`src/rtl/register_file_mp.sv`:
```
// register_file_mp: multi-ported register file with 2 write ports and 3 read ports.
// Entry 0 is hardwired to zero. After reset a hardware sequence clears every
// entry, one per cycle, and busy stays high until it finishes. Reads are
// combinational.
// Optional feature: define REGFILE_BYPASS_EN to forward same-cycle write data
// to the read ports. Write port 1 has priority over write port 0.
module register_file_mp #(
  parameter int XLEN = 32,
  parameter int AW   = 5
) (
  input  logic            clk,
  input  logic            rst,
  input  logic            WE0,
  input  logic            WE1,
  input  logic [AW-1:0]   WA0,
  input  logic [AW-1:0]   WA1,
  input  logic [XLEN-1:0] WD0,
  input  logic [XLEN-1:0] WD1,
  input  logic [AW-1:0]   RA0,
  input  logic [AW-1:0]   RA1,
  input  logic [AW-1:0]   RA2,
  output logic [XLEN-1:0] RD0,
  output logic [XLEN-1:0] RD1,
  output logic [XLEN-1:0] RD2,
  output logic            busy
);

  localparam int DEPTH = 2 ** AW;

  typedef enum logic {
    CLEAR = 1'b0,
    IDLE  = 1'b1
  } state_t;

  state_t        state_reg, state_next;
  logic [AW-1:0] clr_ptr_reg, clr_ptr_next;

  // Entry 0 has no storage; its reads are forced to zero.
  logic [XLEN-1:0] mem [1:DEPTH-1];

  // FSM state and clear pointer; reset restarts the clear from entry 0.
  always_ff @(posedge clk) begin
    if (rst) begin
      state_reg   <= CLEAR;
      clr_ptr_reg <= '0;
    end else begin
      state_reg   <= state_next;
      clr_ptr_reg <= clr_ptr_next;
    end
  end

  // Next-state logic: sweep every entry once, then sit in IDLE until reset.
  always_comb begin
    state_next   = state_reg;
    clr_ptr_next = clr_ptr_reg;
    busy         = 1'b0;
    case (state_reg)
      CLEAR: begin
        busy         = 1'b1;
        clr_ptr_next = clr_ptr_reg + 1'b1;
        if (clr_ptr_reg == {AW{1'b1}}) begin
          state_next = IDLE;
        end
      end
      IDLE: begin
        state_next = IDLE;
      end
      default: begin
        state_next = CLEAR;
      end
    endcase
  end

  // Storage update: the clear sweep owns the array while busy; otherwise the
  // user write ports write, and port 1 wins a same-address collision.
  // Nothing is written on a reset edge.
  always_ff @(posedge clk) begin
    if (!rst) begin
      for (int i = 1; i < DEPTH; i++) begin
        if (state_reg == CLEAR) begin
          if (clr_ptr_reg == AW'(i)) begin
            mem[i] <= '0;
          end
        end else if (WE1 && (WA1 == AW'(i))) begin
          mem[i] <= WD1;
        end else if (WE0 && (WA0 == AW'(i))) begin
          mem[i] <= WD0;
        end
      end
    end
  end

  // One read port's view: zero while clearing or for address 0, otherwise
  // the stored value (optionally overridden by same-cycle write data).
  function automatic logic [XLEN-1:0] read_port(input logic [AW-1:0] ra);
    logic [XLEN-1:0] value;
    value = '0;
    if ((state_reg == IDLE) && (ra != '0)) begin
      value = mem[ra];
`ifdef REGFILE_BYPASS_EN
      if (WE1 && (WA1 == ra)) begin
        value = WD1;
      end else if (WE0 && (WA0 == ra)) begin
        value = WD0;
      end
`endif
    end
    return value;
  endfunction

  // Three independent combinational read ports.
  always_comb begin
    RD0 = read_port(RA0);
    RD1 = read_port(RA1);
    RD2 = read_port(RA2);
  end

endmodule

```
`config.mk`:
```
export PLATFORM = sky130hd
export DESIGN_NAME = register_file_mp
export DESIGN_NICKNAME = d
export VERILOG_FILES = /design/src/rtl/register_file_mp.sv
export SDC_FILE = /design/constraint.sdc
export NUM_CORES = 2
export LEC_CHECK = 0
export ABC_CLOCK_PERIOD_IN_PS = 3000
export CORE_ASPECT_RATIO = 1.75
export CORE_MARGIN = 3
export CORE_UTILIZATION = 40
export CTS_CLUSTER_SIZE = 16
export DETAILED_ROUTE_END_ITERATION = 16
export PLACE_DENSITY_LB_ADDON = 0.08
export SKIP_CTS_REPAIR_TIMING = 1
export SKIP_LAST_GASP = 1
export SYNTH_ARGS = -nofsm -noshare
export SYNTH_HDL_FRONTEND = slang
export SYNTH_SLANG_ARGS = --single-unit
```
`constraint.sdc`:
```
create_clock -name clk -period 3 [get_ports clk]
set_clock_uncertainty 0.05 [all_clocks]
set_input_delay 0.45 -clock clk [delete_from_list [all_inputs] [get_ports clk]]
set_output_delay 0.45 -clock clk [all_outputs]
set_load 0.05 [all_outputs]
```
-- Word level (Yosys, flattened, before mapping)
Memory sizes are Yosys's and may differ from the RTL's.
Cells that the tools add are included.
- shift operators: 0
- bitwise gates (word level): 63
- add/subtract/negate cells: 1
- div/mod/pow operators: 0
- $mul: 0
- order comparisons: 0
- reduce and logical (&&, ||, !) cells: 68
- eq/ne operators: 93
- multiplexer cells: 470
- operators by type and width (kind ; number):
    $mux 32 ; 65
    $mux 1 ; 404
    $eq 5x5->1 const B ; 48
    $eq 5x4->1 const B ; 24
    $logic_and 1x1->1 ; 65
    $or 1x1->1 ; 62
    $eq 5x3->1 const B ; 12
    $eq 5x2->1 const B ; 6
    $eq 5x1->1 const B ; 3
    $reduce_bool 5->1 ; 3
    $add 5x1->5 const B ; 1
    $pmux 1 s2 ; 1
    $not 1->1 ; 1
- bits in writable memories: 992
- input port bits: 93
- register bits after elaboration: 6
- logic and storage cells: 698
- bits in latches: 0
- memories: 1
- ROM bits: 0
- output and inout bits: 97
- memory list (name ; depth ; bits a word ; read ports ; clocked after memory_dff ; write ports ; line ; text):
    mem ; 31 ; 32 ; 3 ; 0 ; 31 ; 39 ; logic [XLEN-1:0] mem [1:DEPTH-1];

-- Depth between registers and ports, before layout
- word-level depth: 8
- mapped depth: 9
- mapped depth without buffers: 6

-- Worst setup path before layout
OpenSTA, ideal clock, no wires.
- path type: input to output
- start point: in RA2[0]
- end point: out RD2[1]
- stages: 9
- path buffers: 5
- data required time: 2.500 ns
- arrival: 3.952 ns
- path slack: -1.452 ns
- path through: buf_2 buf_6 buf_8 buf_6 buf_6 mux2i_1 a21oi_1 o22ai_1 a2111oi_0
- cells in the longest elaborated chain, start to end: 3
- elaborated cells on any way between the ends: 4
- those cells by class: mux: 1; reduce/logical: 2; memory: 1
- ends and longest elaborated chain (item ; line ; text):
    start: declaration ; 21 ; input logic [AW-1:0] RA2,
    branches (longest 2 deep; another with $mem_v2 31x32) ; -- ;
    $mux 32 * ; 98 ; if ((state_reg == IDLE) && (ra != '0)) begin
    end: declaration ; 24 ; output logic [XLEN-1:0] RD2,
Every way passes the cells marked *.

==> key figures <==
Pwr
  – Peak supply drop: roughly 440 µV
  – Power per Cell Area: ~390 nW/µm²
  – P_leak: 26.2 nW

Worst setup path
  – Crit end category: output pin
  – Crit path DAT: roughly 2800 ps
  – Crit-path slowest cell: mux4_2
  – WP data required: between 2000 and 3000 ps
  – Cell Chain, Critical Path: buf_4 -> mux4_2 -> a22o_4 -> a211oi_4 -> o21ai_1 -> buf_4 -> buf_8
  – WS Path Type: flip-flop to output pin
  – Buffers plus inverters on the worst setup path: 3
  – Worst-path fanout max: 2
  – Largest delay contributor family on the critical path: compound AO/OA/AOI/OAI gates
  – Slowest Stage Delay on Critical Path: about 460 ps
  – Most frequent CP cell: buf_4
  – Critical path launch point type: flip-flop

Final layout
  – Post-layout net count: slightly above 5000
  – Layout cells sized above 1: 0.440
  – Fill cells: 13400
  – Fin util: 0.520
  – Area Overhead vs Synth: 28.8%
  – Number of flip-flops in the largest register: just under 1000
  – Design area: between 80000 and 90000 µm²

Synthesis
  – Seq/Total Area, Yosys: 0.458
  – Post-synth top area cell: edfxtp_1
  – Synth unique cells: 57
  – Seq cells post-synth: between 900 and 1000
  – Top cell type's share of synthesized area: 0.456
  – Post-Syn Area per Cell: 14.7 µm²
  – Syn Inst Count: 4454
  – Post-synthesis mux area share: 0.277
  – Primary FF master, synth: edfxtp_1
  – Synth async-reset ratio: 0
  – Post-synthesis xor/xnor area fraction: 0.000403
  – Synth Area in Simple Gates: 0.0216
  – Synthesized cell area: about 65000 µm²
  – Adder-cell area share of the yosys netlist: 0.00115
  – Ys Warns: 0
  – Synth cell count leaders: a22o_1, edfxtp_1, mux4_2
  – Largest family of logic cells by synthesized area: multiplexers
  – Syn Nets: 4553
  – Post-synth EDFFs: around 990
  – Area contributors post-synth: edfxtp_1, mux4_2, a22o_1
  – Most frequent cell after synthesis: a22o_1
  – Post-synthesis compound-gate area fraction: 0.197

Run status
  – Failing checks: negative setup slack
  – Status: finished with violations

Floorplan
  – Die Y-Extent: 540 µm
  – DIE AREA: 168000 µm²
  – Die width: around 310 µm
  – Rows: between 150 and 200
  – Initial Util: 0.404
  – CORE AREA: ~160000 µm²
  – Total I/O pin count: between 150 and 200

Timing
  – Slew Limit Fails: 0
  – Unrepaired setup endpoints after global routing: yes
  – Period minus WS final: between 3000 and 4000 ps
  – Worst slew pin tran: approximately 720 ps
  – Period utilization: 1.10
  – Fmax: 303 MHz
  – Final Hold Viols: 0
  – Setup-failing EPs final: 83
  – WHS: ~460 ps
  – Relative slew slack: 0.521
  – Final worst setup slack: -296 ps

Global routing
  – Total track usage: 0.381
  – First-pass GRT wire length: 442 mm
  – Number of global-route vias before repair: 53000
  – Grt ovf: 0
  – Initial antenna violation count: 4
  – Largest net degree at the start of global routing: 38

Place
  – DPL Wire Length: between 200 and 250 mm
  – Dpl cell area: between 70000 and 80000 µm²
  – Buffers on Ports: roughly 190
  – GP Congestion: between 1 and 1.5

Route
  – Pre-antenna DRT Iters: 5
  – DRT Wirelength: around 330 mm
  – Routed len/inst: about 46 µm
  – Post-route DRC: 0
  – Detailed-route via count: between 50000 and 60000
  – Via density: 7.29
  – 1st-iter DRT viols: between 6000 and 7000
  – Antenna-violating nets left: 0

CTS
  – H-tree levels: 3
  – Maximum clock path buffer count: 3
  – CTS clock-pin slew for the worst setup and hold paths: about 70 ps
  – Clock latency on the worst-skew pair: 730 ps
  – Clock sink total: about 1000
  – CTS tree: built
  – Clock Tree Root: clkbuf_16
  – CTS Buf Count: about 100

Flow run
  – Max cap viols: 0

Min path
  – Hold Crit Class: input port to flip-flop
[area by class of cell]
type / instances / area (µm²) / share of cell area
antenna: 1 / 2.50 / 0.0000298
clock buffer: 126 / 2690 / 0.0319
clock inverter: 57 / 558 / 0.00664
inverter: 4 / 15.0 / 0.000179
multi-input combinational: 2783 / 35500 / 0.422
sequential: 998 / 29900 / 0.356
tap: 2167 / 2710 / 0.0323
timing repair buffer: 1059 / 12700 / 0.151
[worst reg2reg max path, cell delays in order, from the launching register on]
cell,delay (ps)
dfxtp_4,410
buf_4,140
and4b_1,330
nand2b_1,180
buf_4,210
a211oi_4,350
buf_4,580
a22o_1,250
[layer usage]
layer,global-route usage,vias to the layer above,wire [µm]
met2,0.635,3619,158000
met4,0.320,4,35700
met3,0.0571,1201,26200
li1,-,20200,-
met5,0,-,28
met1,0.432,27500,109000
[worst paths after layout]
path                   from        endpoint  slack [ps]  depth (start not counted)
max reg2reg       state_reg      mem[21][8]         350                          7
max              mem[5][13]         RD0[13]        -300                          7
min reg2reg  clr_ptr_reg[4]  clr_ptr_reg[4]         520                          2
min                     rst       state_reg         460                          3
[kinds of logic after synthesis]
kind of cell	count (synthesis)
muxes	961
xor gates and xnor gates	3
and+or+nand+nor	287
buffers and inverters	673
AOI/OAI and AO/OA	1526
DFF	998
adders and majority gates	6
[layout by cell type (no fill, tap or decap), drive strengths merged, types with 4 or more instances in the layout]
master,n
nand2,23
mux2,32
buf,958
clkinvlp,4
a211o,16
nand3,4
a211oi,148
nor2,164
o21ai,64
o22a,64
nor3b,5
dlymetal6s2s,4
mux2i,257
bufinv,10
a2111oi,39
ha,6
nand3b,4
dfxtp,6
a21oi,65
o22ai,32
nand2b,12
inv,6
and2,35
or3,16
clkinv,41
clkbuf,145
mux4,672
edfxtp,992
a22o,1088
nor2b,7
clkdlybuf4s50,78
[power breakdown]
group	internal, mW	switching, mW
Clock	7.19	5.92
Combinational	1.74	2.67
Sequential	15.2	0.0605
Total	24.1	8.65
[stage by stage]
| step | std cells | total power [mW] | setup slack (ps) | TNS, ps |
|---|---|---|---|---|
| 2_1_floorplan | 4454 | 17.4 | -113 | -113 |
| 3_3_place_gp | 6943 | 19.4 | -590 | -19730 |
| 3_5_place_dp | 6943 | 19.5 | -592 | -22320 |
| 4_1_cts | 7126 | 32.4 | -755 | -29810 |
| 5_1_grt | 7195 | 33.3 | -334 | -9990 |
| 6_report | 7195 | 32.7 | -296 | -7130 |
Power figures use the tool's default switching activity.
